`src/rtl/fracmul_pkg.sv`:
```
// Shared types and width helpers for the sequential fraction multiplier family.
package fracmul_pkg;

  typedef enum logic [1:0] {IDLE, RUN, DONE} state_t;

  // Product width PW for an n-bit Q1.(n-1) operand pair.
  function automatic int prod_w(input int n);
    return 2 * n - 1;
  endfunction

  // Step counter width CW; counts 0..n-1.
  function automatic int cnt_w(input int n);
    return (n <= 1) ? 1 : $clog2(n);
  endfunction

  // Largest positive two's-complement value of width w (0 followed by w-1 ones).
  function automatic logic [63:0] sat_pos(input int w);
    return 64'hFFFF_FFFF_FFFF_FFFF >> (65 - w);
  endfunction

endpackage

```
`src/rtl/fracmul_round_sat.sv`:
```
// Rounds a Q1.(2N-2) product half-up to Q1.(N-1), saturating positive wrap.
module fracmul_round_sat
  import fracmul_pkg::*;
#(
  parameter int N = 8
) (
  input  logic [N-1:0] prod_hi,
  input  logic         rnd_bit,
  output logic [N-1:0] rnd
);

  localparam logic [N-1:0] SAT_RND = N'(sat_pos(N));

  logic signed [N:0] sum;

  // Only a positive value can overflow when adding the round bit.
  always_comb begin
    sum = $signed({prod_hi[N-1], prod_hi}) + $signed({{N{1'b0}}, rnd_bit});
    rnd = sum[N-1:0];
    if (sum[N] != sum[N-1]) rnd = SAT_RND;
  end

endmodule

```
`src/rtl/fraction_multiplier_n.sv`:
```
// Sequential add/sub-and-shift two's-complement fraction multiplier, one step per
// multiplier bit, with a rounded/saturated N-bit result.
module fraction_multiplier_n
  import fracmul_pkg::*;
#(
  parameter int N = 8
) (
  input  logic           CLK,
  input  logic           RST,
  input  logic           St,
  input  logic [N-1:0]   Mplier,
  input  logic [N-1:0]   Mcand,
  output logic [2*N-2:0] Product,
  output logic [N-1:0]   ProductRnd,
  output logic           Ovf,
  output logic           Busy,
  output logic           Done
);

  localparam int PW = prod_w(N);
  localparam int CW = cnt_w(N);
  localparam logic [PW-1:0] SAT_PROD = PW'(sat_pos(PW));
  localparam logic [N-1:0]  MIN_OP   = {1'b1, {(N-1){1'b0}}};
  localparam logic [CW-1:0] LAST_CNT = CW'(N - 1);

  state_t              state_q, state_d;
  logic signed [N-1:0] a_q, a_d;
  logic signed [N-1:0] mcand_q, mcand_d;
  logic [N-1:0]        b_q, b_d;
  logic [CW-1:0]       cnt_q, cnt_d;
  logic                ovf_pend_q, ovf_pend_d;
  logic [PW-1:0]       product_q, product_d;
  logic                ovf_q, ovf_d;
  logic                busy_q, busy_d;
  logic                done_q, done_d;

  logic signed [N:0]   mc_ext, addend, sum;
  logic                last_step;

  always_comb begin
    state_d    = state_q;
    a_d        = a_q;
    b_d        = b_q;
    mcand_d    = mcand_q;
    cnt_d      = cnt_q;
    ovf_pend_d = ovf_pend_q;
    product_d  = product_q;
    ovf_d      = ovf_q;
    busy_d     = busy_q;
    done_d     = done_q;

    // The sign-bit step subtracts, which makes a negative multiplier work.
    last_step = (cnt_q == LAST_CNT);
    mc_ext    = {mcand_q[N-1], mcand_q};
    addend    = '0;
    if (b_q[0]) addend = last_step ? -mc_ext : mc_ext;
    sum = {a_q[N-1], a_q} + addend;

    unique case (state_q)
      IDLE: begin
        if (St) begin
          a_d        = '0;
          b_d        = Mplier;
          mcand_d    = Mcand;
          cnt_d      = '0;
          ovf_pend_d = (Mplier == MIN_OP) && (Mcand == MIN_OP);
          busy_d     = 1'b1;
          done_d     = 1'b0;
          state_d    = RUN;
        end
      end
      RUN: begin
        a_d   = sum[N:1];
        b_d   = {sum[0], b_q[N-1:1]};
        cnt_d = cnt_q + CW'(1);
        if (last_step) begin
          product_d = ovf_pend_q ? SAT_PROD : {sum[N-1:0], b_q[N-1:1]};
          ovf_d     = ovf_pend_q;
          busy_d    = 1'b0;
          done_d    = 1'b1;
          state_d   = DONE;
        end
      end
      DONE: begin
        done_d  = 1'b0;
        state_d = IDLE;
      end
      default: state_d = IDLE;
    endcase
  end

  always_ff @(posedge CLK) begin
    if (RST) begin
      state_q    <= IDLE;
      a_q        <= '0;
      b_q        <= '0;
      cnt_q      <= '0;
      ovf_pend_q <= 1'b0;
      product_q  <= '0;
      ovf_q      <= 1'b0;
      busy_q     <= 1'b0;
      done_q     <= 1'b0;
    end else begin
      state_q    <= state_d;
      a_q        <= a_d;
      b_q        <= b_d;
      cnt_q      <= cnt_d;
      ovf_pend_q <= ovf_pend_d;
      product_q  <= product_d;
      ovf_q      <= ovf_d;
      busy_q     <= busy_d;
      done_q     <= done_d;
    end
  end

  always_ff @(posedge CLK) begin
    mcand_q <= mcand_d;
  end

  fracmul_round_sat #(.N(N)) u_round_sat (
    .prod_hi (product_q[PW-1:N-1]),
    .rnd_bit (product_q[N-2]),
    .rnd     (ProductRnd)
  );

  assign Product = product_q;
  assign Ovf     = ovf_q;
  assign Busy    = busy_q;
  assign Done    = done_q;

endmodule

```
`config.mk`:
```
export PLATFORM = sky130hd
export DESIGN_NAME = fraction_multiplier_n
export DESIGN_NICKNAME = d
export VERILOG_FILES = /design/src/rtl/fracmul_pkg.sv /design/src/rtl/fracmul_round_sat.sv /design/src/rtl/fraction_multiplier_n.sv
export SDC_FILE = /design/constraint.sdc
export NUM_CORES = 1
export LEC_CHECK = 0
export CAP_MARGIN = 15
export CORE_UTILIZATION = 53
export CTS_CLUSTER_DIAMETER = 40
export DETAILED_ROUTE_END_ITERATION = 16
export GPL_TIMING_DRIVEN = 0
export PLACE_DENSITY = 0.8
export SETUP_SLACK_MARGIN = 0.5
export SLEW_MARGIN = 20
export SYNTH_ARGS = -nofsm -noshare
export SYNTH_HDL_FRONTEND = slang
export SYNTH_SLANG_ARGS = --single-unit
```
`constraint.sdc`:
```
create_clock -name CLK -period 4.6 [get_ports CLK]
set_clock_uncertainty 0.1 [all_clocks]
set_input_delay 1.15 -clock CLK [delete_from_list [all_inputs] [get_ports CLK]]
set_output_delay 1.15 -clock CLK [all_outputs]
set_load 0.005 [all_outputs]
```
# After elaboration in Yosys (flattened, before gate mapping)

Cells that the tools add are included.

Register bits: 48
Input bits: 19
Output and inout port bits: 26

$add $sub $neg: 4
Equality and inequality tests: 8
Muxes and demuxes: 19
Reductions and logical operators: 10

Operators by type and width:

| cell                                                            | number |
|---|---|
| 8-bit one-hot mux with 2 select lines                           | 2 |
| 8-bit two-way mux                                               | 3 |
| 9-bit two-way mux                                               | 2 |
| 8-bit == test, second input constant                            | 2 |
| 15-bit two-way mux                                              | 1 |
| 8-bit by 2-bit adder with 9-bit output                          | 1 |
| 9-bit adder                                                     | 1 |
| 8-bit negation with 9-bit output                                | 1 |
| 2-bit AND reduction                                             | 4 |
| 3-bit one-hot mux with 2 select lines                           | 1 |
| 3-bit AND reduction                                             | 2 |
| 1-bit two-way mux                                               | 4 |
| 2-bit two-way mux                                               | 2 |
| 2-bit != test, second input constant                            | 2 |
| 2-bit one-hot mux with 2 select lines                           | 1 |
| 3-bit by 1-bit adder with 3-bit output, second input constant   | 1 |
| 3-bit == test, second input constant                            | 1 |
| 3-bit two-way mux                                               | 1 |
| 1-bit one-hot mux with 3 select lines                           | 1 |
| 3-bit nonzero test                                              | 1 |
| 2-bit by 1-bit == test with 1-bit output, second input constant | 1 |
| 2-bit == test, second input constant                            | 1 |
| 2-bit logical NOT                                               | 1 |
| 1-bit one-hot mux with 2 select lines                           | 1 |
| other kinds (3)                                                 | 3 |

# Logic depth before layout (Yosys ltp)

Gate-level depths: netlist (run 1).

Word-level depth: 5
Depth in mapped cells: 13
Depth with buffers taken out: 12

# Hierarchy

From an unflattened synthesis (run 1), not the netlist that was laid out.

Cells, all modules: 314
Area total of the unflattened synthesis: 2660.1 µm²

Modules (own cells, without submodules):

| module                | instances | cells each | area an instance (µm²) | sequential area each (µm²) |
|---|---|---|---|---|
| fraction_multiplier_n | 1         | 289        | 2479.9                 | 1041.0 |
| fracmul_round_sat     | 1         | 25         | 180.2                  | 0.0 |

# Least setup slack after synthesis (run 1)

OpenSTA, ideal clock, no wires.

Kind: reg-to-reg
Start point: register mcand_q[3]
End point: register a_q[7]
Library setup time: 0.124 ns
Arrival: 2.990 ns
Required time: 4.376 ns
Slack: 1.386 ns
Cell stages (with the launch flop): 11
Path through: edfxtp_1 or4_2 o21ai_1 nand2_1 xor2_1 and2_1 ha_1 or3_2 o32a_1 mux2i_1 a2111o_1

Cells in the longest elaborated chain, start to end: 5

RTL lines:

| item                                    | RTL line                     | source |
|---|---|---|
| start, declared                         | fraction_multiplier_n.sv:28  | `logic signed [N-1:0] mcand_q, mcand_d;` |
| start signal, assigned                  | fraction_multiplier_n.sv:117 | `mcand_q <= mcand_d;` |
| 8-bit negation with 9-bit output        | fraction_multiplier_n.sv:56  | `if (b_q[0]) addend = last_step ? -mc_ext : mc_ext;` |
| 9-bit two-way mux * (2 in series)       | fraction_multiplier_n.sv:56  |  |
| 9-bit adder *                           | fraction_multiplier_n.sv:57  | `sum = {a_q[N-1], a_q} + addend;` |
| 8-bit one-hot mux with 2 select lines * | fraction_multiplier_n.sv:59  | `unique case (state_q)` |
| end signal, assigned                    | fraction_multiplier_n.sv:95  | `a_q <= '0;` |
| end signal, assigned                    | fraction_multiplier_n.sv:105 | `a_q <= a_d;` |
| end, declared                           | fraction_multiplier_n.sv:27  | `logic signed [N-1:0] a_q, a_d;` |

Every way passes the cells marked *; elsewhere a longest branch is shown, timed or not.
A chain may end at the register's enable or synchronous reset.

# Worst setup path after layout (run 1)

Start point: register product_q[7], in the netlist Product[7]
End point: output ProductRnd[5]

Cells in the longest elaborated chain, start to end: 3

RTL lines:

| item                                     | RTL line                     | source |
|---|---|---|
| start, declared                          | fraction_multiplier_n.sv:32  | `logic [PW-1:0] product_q, product_d;` |
| start signal, assigned                   | fraction_multiplier_n.sv:109 | `product_q <= product_d;` |
| 8-bit by 2-bit adder with 9-bit output * | fracmul_round_sat.sv:18      | `sum = $signed({prod_hi[N-1], prod_hi}) + $signed({{N{1'b0}}, rnd_bit});` |
| 1-bit != test                            | fracmul_round_sat.sv:20      | `if (sum[N] != sum[N-1]) rnd = SAT_RND;` |
| 8-bit two-way mux *                      | fracmul_round_sat.sv:20      |  |
| end, declared                            | fraction_multiplier_n.sv:14  | `output logic [N-1:0] ProductRnd,` |

Marks and branches as above.

==> results of run 1 <==
[power breakdown]
part | switching, mW | internal (mW) | total [mW]
sequential | 0.0139 | 0.443 | 0.457
combinational | 0.0536 | 0.0443 | 0.0979
clock | 0.144 | 0.161 | 0.305
[through the flow]
step	utilization [%]	hold slack, ns	std cells
CTS	68.53	0.3663	424
global placement	66.20	0.3498	416
global route	68.53	0.3917	424
detailed placement	66.20	0.3539	416
floorplan	-	0.3406	306
finish	68.53	0.3633	424
[worst max-delay path, stage by stage (launching register included)]
cell             delay, ns
dfxtp_1               0.36
ha_1                  0.19
ha_1                  0.19
nand2_1               0.12
o21a_1                0.21
ha_1                  0.36
or3b_2                0.49
clkdlybuf4s50_1       0.46
[kinds of logic after synthesis]
logic type | Yosys count | synth area share [%]
buffers and inverters | 23 | 3.927
adder cells (fa/ha/maj) | 15 | 7.471
flip-flops | 48 | 39.85
AND/OR/NAND/NOR | 154 | 29.26
multiplexers | 1 | 0.3832
XOR/XNOR | 14 | 4.694
AO/OA/AOI/OAI | 51 | 14.42
[state kept, by name, indices dropped and copies added (netlist names)]
name        count
cnt_q           3
state_q         2
Done            1
mcand_q         8
Product        15
Ovf             1
a_q             8
ovf_pend_q      1
Busy            1
b_q             8
[cells in the mapped netlist, types with 2 or more instances]
cell and n:
nor2_1 47, dfxtp_1 40, nand2_1 33, nor3_1 25, ha_1 14, clkbuf_1 13, a21oi_1 12, a311oi_1 9
edfxtp_1 8, xnor2_1 7, xor2_1 7, and2_1 6, inv_1 6, nand3_1 6, o21ai_0 6, nor2b_1 5
o21a_1 5, or2_2 5, a22oi_1 4, nand2b_1 4, o31ai_1 4, and2b_2 3, nand3b_1 3, nor4_1 3
a211oi_1 2, a21o_1 2, buf_2 2, nand4_1 2, nor3b_1 2, nor4b_1 2, or3b_2 2
[final timing paths]
kind / from / endpoint / slack (ns)
worst max-delay path: Product[7] / ProductRnd[5] / 0.67
worst min register to register: a_q[5] / a_q[5] / 0.36
worst min-delay path: a_q[5] / a_q[5] / 0.36
worst max register to register: mcand_q[3] / a_q[7] / 1.22
[final cells by class]
type                       count  area [sq um]
clock inverter                 3         41.29
tap                           67         83.83
clock buffer                   5         68.82
sequential                    48          1041
timing repair buffer          43         430.4
inverter                       6         22.52
fill                         384          1486
buffer                        17         80.08
multi-input combinational    235          1469
[per-layer routing]
layer | GRT usage, % | vias up | part of all wire (%)
met5 | 0 | - | 0
met4 | 8.279 | 0 | 1.6
met3 | 4.028 | 15 | 5.9
met2 | 42.26 | 84 | 50
met1 | 30.11 | 1100 | 42
li1 | - | 1184 | -
==> flow_metrics.tcl, run 1 <==
set metrics [dict create \
    status "finished, final reports clean" \
    antenna_cells 0 \
    post_dp_cell_area_sq_um 3127 \
    reg2regPathDepth 10 \
    coreArea_sq_um 4723 \
    postCtsSetupRepairBufs 0 \
    final_cell_mix "nor2_1, clkdlybuf4s50_1, dfxtp_1" \
    cts.hold.buffers_added 0 \
    clk_pin_slew_ns 0.09 \
    power_density_nw_per_um2 265.6 \
    synth_top_area_share_pct 30.65 \
    setup_slack_ns 0.6663 \
    fmax_mhz 254.2 \
    critPathArrivalTime_ns 2.68 \
    hold_path_class "reg -> reg" \
    crit_path_max_fanout 7 \
    synth_edf_count 8 \
    cts_num_sinks 48 \
    finalInstanceArea_sq_um 3237 \
    drt_iter0_drc 170 \
    hold_depth 2 \
    antenna_found_initial 0 \
    synth_nets 340 \
    ir_drop_v 0.0002569 \
    grtUsageTotal_pct 24.15 \
    place_ws_ns 0.9846 \
    layout-drive-gt1-share_pct 7.283 \
    fin_crit_sh_pct 85.51 \
    yosysUniqueCellTypes 48 \
    grt_pass1_vias 2199 \
    cts_root_buf "clkbuf_8" \
    cts_max_path_buffers 2 \
    grt_pass1_wl_mm 9.880 \
    initial_core_util_pct 55.31 \
    final_hold_viol_count 0 \
    wl_mm 5.842 \
    ys_top_cells_by_area "dfxtp_1, edfxtp_1, nor2_1" \
    setup_viol 0 \
    total_power_mw 0.8598 \
    die_y_um 72.21 \
    grt_max_degree 16 \
    cts_buffers 5 \
    async_flop_share_pct 0 \
    cp-end-kind "output port" \
    netlist_instances 306 \
    netlist_area_sq_um 2613 \
    grt_overflow_total 0 \
    drtPass1Iterations 4 \
    setup_tns_ns 0 \
    vias_per_cell 5.620 \
    worstMarginPinSlew_ns 0.5603 \
    place_hpwl_mm 4.515 \
    period_needed_ns 3.934 \
    portBuffers 43 \
    slew_headroom_pct 62.65 \
    ys_seq_area_share_pct 39.85 \
    drv_slew 0 \
    ys.warnings.count 0 \
    vias 2383 \
    clock_latency_ns 0.30 \
    drc 0 \
    areaGrowthSynthToFinish_pct 23.90 \
    ys_ff_latch 48 \
    htreeDepth 2 \
    place.gp.congestion 0.8653 \
    synth_flop_cell "dfxtp_1" \
    rows 25 \
    cp-start-kind "flip-flop" \
    cts_resized 0 \
    ant_nets 0 \
    p_leak_nw 1.278 \
    wl_per_cell_um 13.78 \
    final_common_cell "nor2_1" \
    dieWidth_um 72.21 \
    max-cap-violations 0 \
    syn_area_per_cell_sq_um 8.538 \
    num_io_pins 45 \
    cts_tree "built" \
    cp.required_ns 3.35 \
    rsz0062_at_grt "no" \
    finalNetCount 390 \
    critPathKind "reg -> out" \
    yosysTopAreaCell "dfxtp_1" \
    die_area_sq_um 5214 \
]
Power figures use the tool's default switching activity.
==> run 2, diff against run 1 <==
--- a/config.mk
+++ b/config.mk
@@ -6,11 +6,12 @@
 export NUM_CORES = 1
 export LEC_CHECK = 0
 export CAP_MARGIN = 15
-export CORE_UTILIZATION = 53
+export CORE_UTILIZATION = 48
 export CTS_CLUSTER_DIAMETER = 40
 export DETAILED_ROUTE_END_ITERATION = 16
 export GPL_TIMING_DRIVEN = 0
-export PLACE_DENSITY = 0.8
+export PLACE_DENSITY = 0.76
+export RECOVER_POWER = 50
 export SETUP_SLACK_MARGIN = 0.5
 export SLEW_MARGIN = 20
 export SYNTH_ARGS = -nofsm -noshare
==> constraint.sdc (replaced) <==
create_clock -name CLK -period 3.44 [get_ports CLK]
set_clock_uncertainty 0.1 [all_clocks]
set_input_delay 0.86 -clock CLK [delete_from_list [all_inputs] [get_ports CLK]]
set_output_delay 0.86 -clock CLK [all_outputs]
set_load 0.005 [all_outputs]
==> flow_metrics.tcl, run 2 (same netlist as run 1, synthesis figures left out) <==
set metrics [dict create \
    layout-drive-gt1-share_pct 18.48 \
    max-cap-violations 0 \
    critPathKind "reg -> reg" \
    slew_headroom_pct 60.89 \
    wl_mm 6.773 \
    r2r_start "mcand_q[2]" \
    die_y_um 75.78 \
    slowest_stage "or4_4" \
    post-route-util_pct 68.17 \
    cts_root_buf "clkbuf_8" \
    drtPass1Iterations 4 \
    setup_slack_ns 0.3210 \
    p_leak_nw 1.397 \
    r2r-end "a_q[7]" \
    cts_num_sinks 48 \
    nFillCells 427 \
    fmax_mhz 320.6 \
    final_hold_viol_count 0 \
    intPower_mw 0.9168 \
    antenna_cells 0 \
    grt_pass1_wl_mm 10.26 \
    num_io_pins 45 \
    cp-start-kind "flip-flop" \
    htreeDepth 2 \
    initial_core_util_pct 50.51 \
    min_from "Busy" \
    critPathArrivalTime_ns 3.21 \
    drc 0 \
    pwr-share-seq_pct 50.7 \
    drv_slew 0 \
    vias_per_cell 5.639 \
    wl_per_cell_um 15.46 \
    hold_path_class "reg -> reg" \
    setup_tns_ns 0 \
    final_cell_mix "nor2_1, dfxtp_1, nand2_1" \
    largest_reg_flops 15 \
    clock_latency_ns 0.30 \
    die_area_sq_um 5742 \
    worstMarginPinSlew_ns 0.5867 \
    clk_pin_slew_ns 0.09 \
    setup_viol 0 \
    status "finished, final reports clean" \
    cts_buffers 5 \
    fin_crit_sh_pct 90.67 \
    rows 26 \
    clkPwrFrac_pct 38.0 \
    grtUsageTotal_pct 24.02 \
    netSwitchingFraction_pct 24.17 \
    dieWidth_um 75.78 \
    reg2regPathDepth 9 \
    portBuffers 43 \
    cpPeakStageDelay_ns 0.53 \
    finalInstanceArea_sq_um 3526 \
    coreArea_sq_um 5172 \
    r2r_slack_ns 0.32 \
    vias 2470 \
    cts_max_path_buffers 2 \
    cp.required_ns 3.53 \
    hold_depth 2 \
    cts_tree "built" \
    antenna_found_initial 0 \
    grt_overflow_total 0 \
    crit_path_max_fanout 6 \
    place_hpwl_mm 4.659 \
    finalNetCount 401 \
    final_common_cell "nor2_1" \
    cts.hold.buffers_added 0 \
    areaGrowthSynthToFinish_pct 34.96 \
    ant_nets 0 \
    ir_drop_v 0.0003567 \
    power_density_nw_per_um2 342.9 \
    drt_iter0_drc 145 \
    hold-path-endpoint "Busy" \
    cp-end-kind "flip-flop" \
    post_dp_cell_area_sq_um 3152 \
    p_comb_share_pct 11.3 \
    place_ws_ns 0.1412 \
    period_needed_ns 3.119 \
    grt_max_degree 17 \
    p_switching_mw 0.2923 \
    place.gp.congestion 0.8252 \
    grt_pass1_vias 2255 \
    rsz0062_at_grt "yes" \
    crit_chain "or4_4 > o21ai_4 > xnor2_1 > and2_1 > ha_1 > or3_4 > o32a_1 > mux2i_1 > a2111o_1" \
    total_power_mw 1.209 \
]
[run 2: cell types whose count changed in the layout (fill, tap and decap cells not counted), moves of 7 or more]
| cell | before | now |
|---|---|---|
| clkdlybuf4s50_1 | 43 | 18 |
| ha_1 | 14 | 7 |
| dlygate4sd3_1 | 0 | 18 |
| buf_4 | 1 | 11 |
[run 2: timing repair]
item	CTS	global route
resized for setup	47	19
pin swaps	14	9
endpoints found under the setup margin	15	15
setup buffers	8	3
[run 2: layout make-up]
type	instances	area (sq um)	area share [%]
well taps	70	87.58	2.484
inverters	6	22.52	0.6388
repair buffers	54	514.2	14.58
flip-flops and latches	48	1047	29.70
plain buffers	17	90.09	2.555
multi-input cells	235	1632	46.27
clock buffers	6	93.84	2.661
clock inverters	2	38.79	1.100
[run 2: routing by layer]
layer	share of wire [%]	track usage, %	vias up	wire [um]
met4	2.0	7.202	0	138
met2	52	45.23	75	3531
met5	0	0	-	0
met3	4.5	4.630	12	307
met1	41	27.21	1180	2796
li1	-	-	1203	-
[run 2: critical path: cells and delay by family, from the launching register on]
kind                       cells  cell delay [ns]
and+or+nand+nor                3             1.09
AOI/OAI and AO/OA              3             0.83
DFF                            1             0.49
adders and majority gates      1             0.27
muxes                          1             0.15
xor gates and xnor gates       1             0.07
[run 2: metrics by stage]
stage / std cells / hold slack (ns)
after floorplan: 306 / 0.3406
after global placement: 419 / 0.3512
after detailed placement: 419 / 0.3562
after CTS: 435 / 0.3717
after global routing: 438 / 0.3921
final: 438 / 0.3669
[run 2: power by group through the flow]
stage          Combinational (mW)  Clock, mW  Sequential [mW]
6_report                    0.137      0.460            0.612
5_1_grt                     0.151      0.492            0.616
4_1_cts                     0.135      0.465            0.611
3_5_place_dp                0.131          0            0.624
3_3_place_gp                0.127          0            0.623
2_1_floorplan              0.0838          0            0.619
[run 2: worst max path at each step]
stage	startpoint	end	slack, ns
floorplan	mcand_q[1]	a_q[7]	0.42
global placement	Product[7]	ProductRnd[6]	0.16
detailed placement	Product[6]	ProductRnd[6]	0.14
CTS	mcand_q[1]	a_q[7]	0.38
global route	mcand_q[2]	a_q[7]	0.23
finish	mcand_q[2]	a_q[7]	0.32
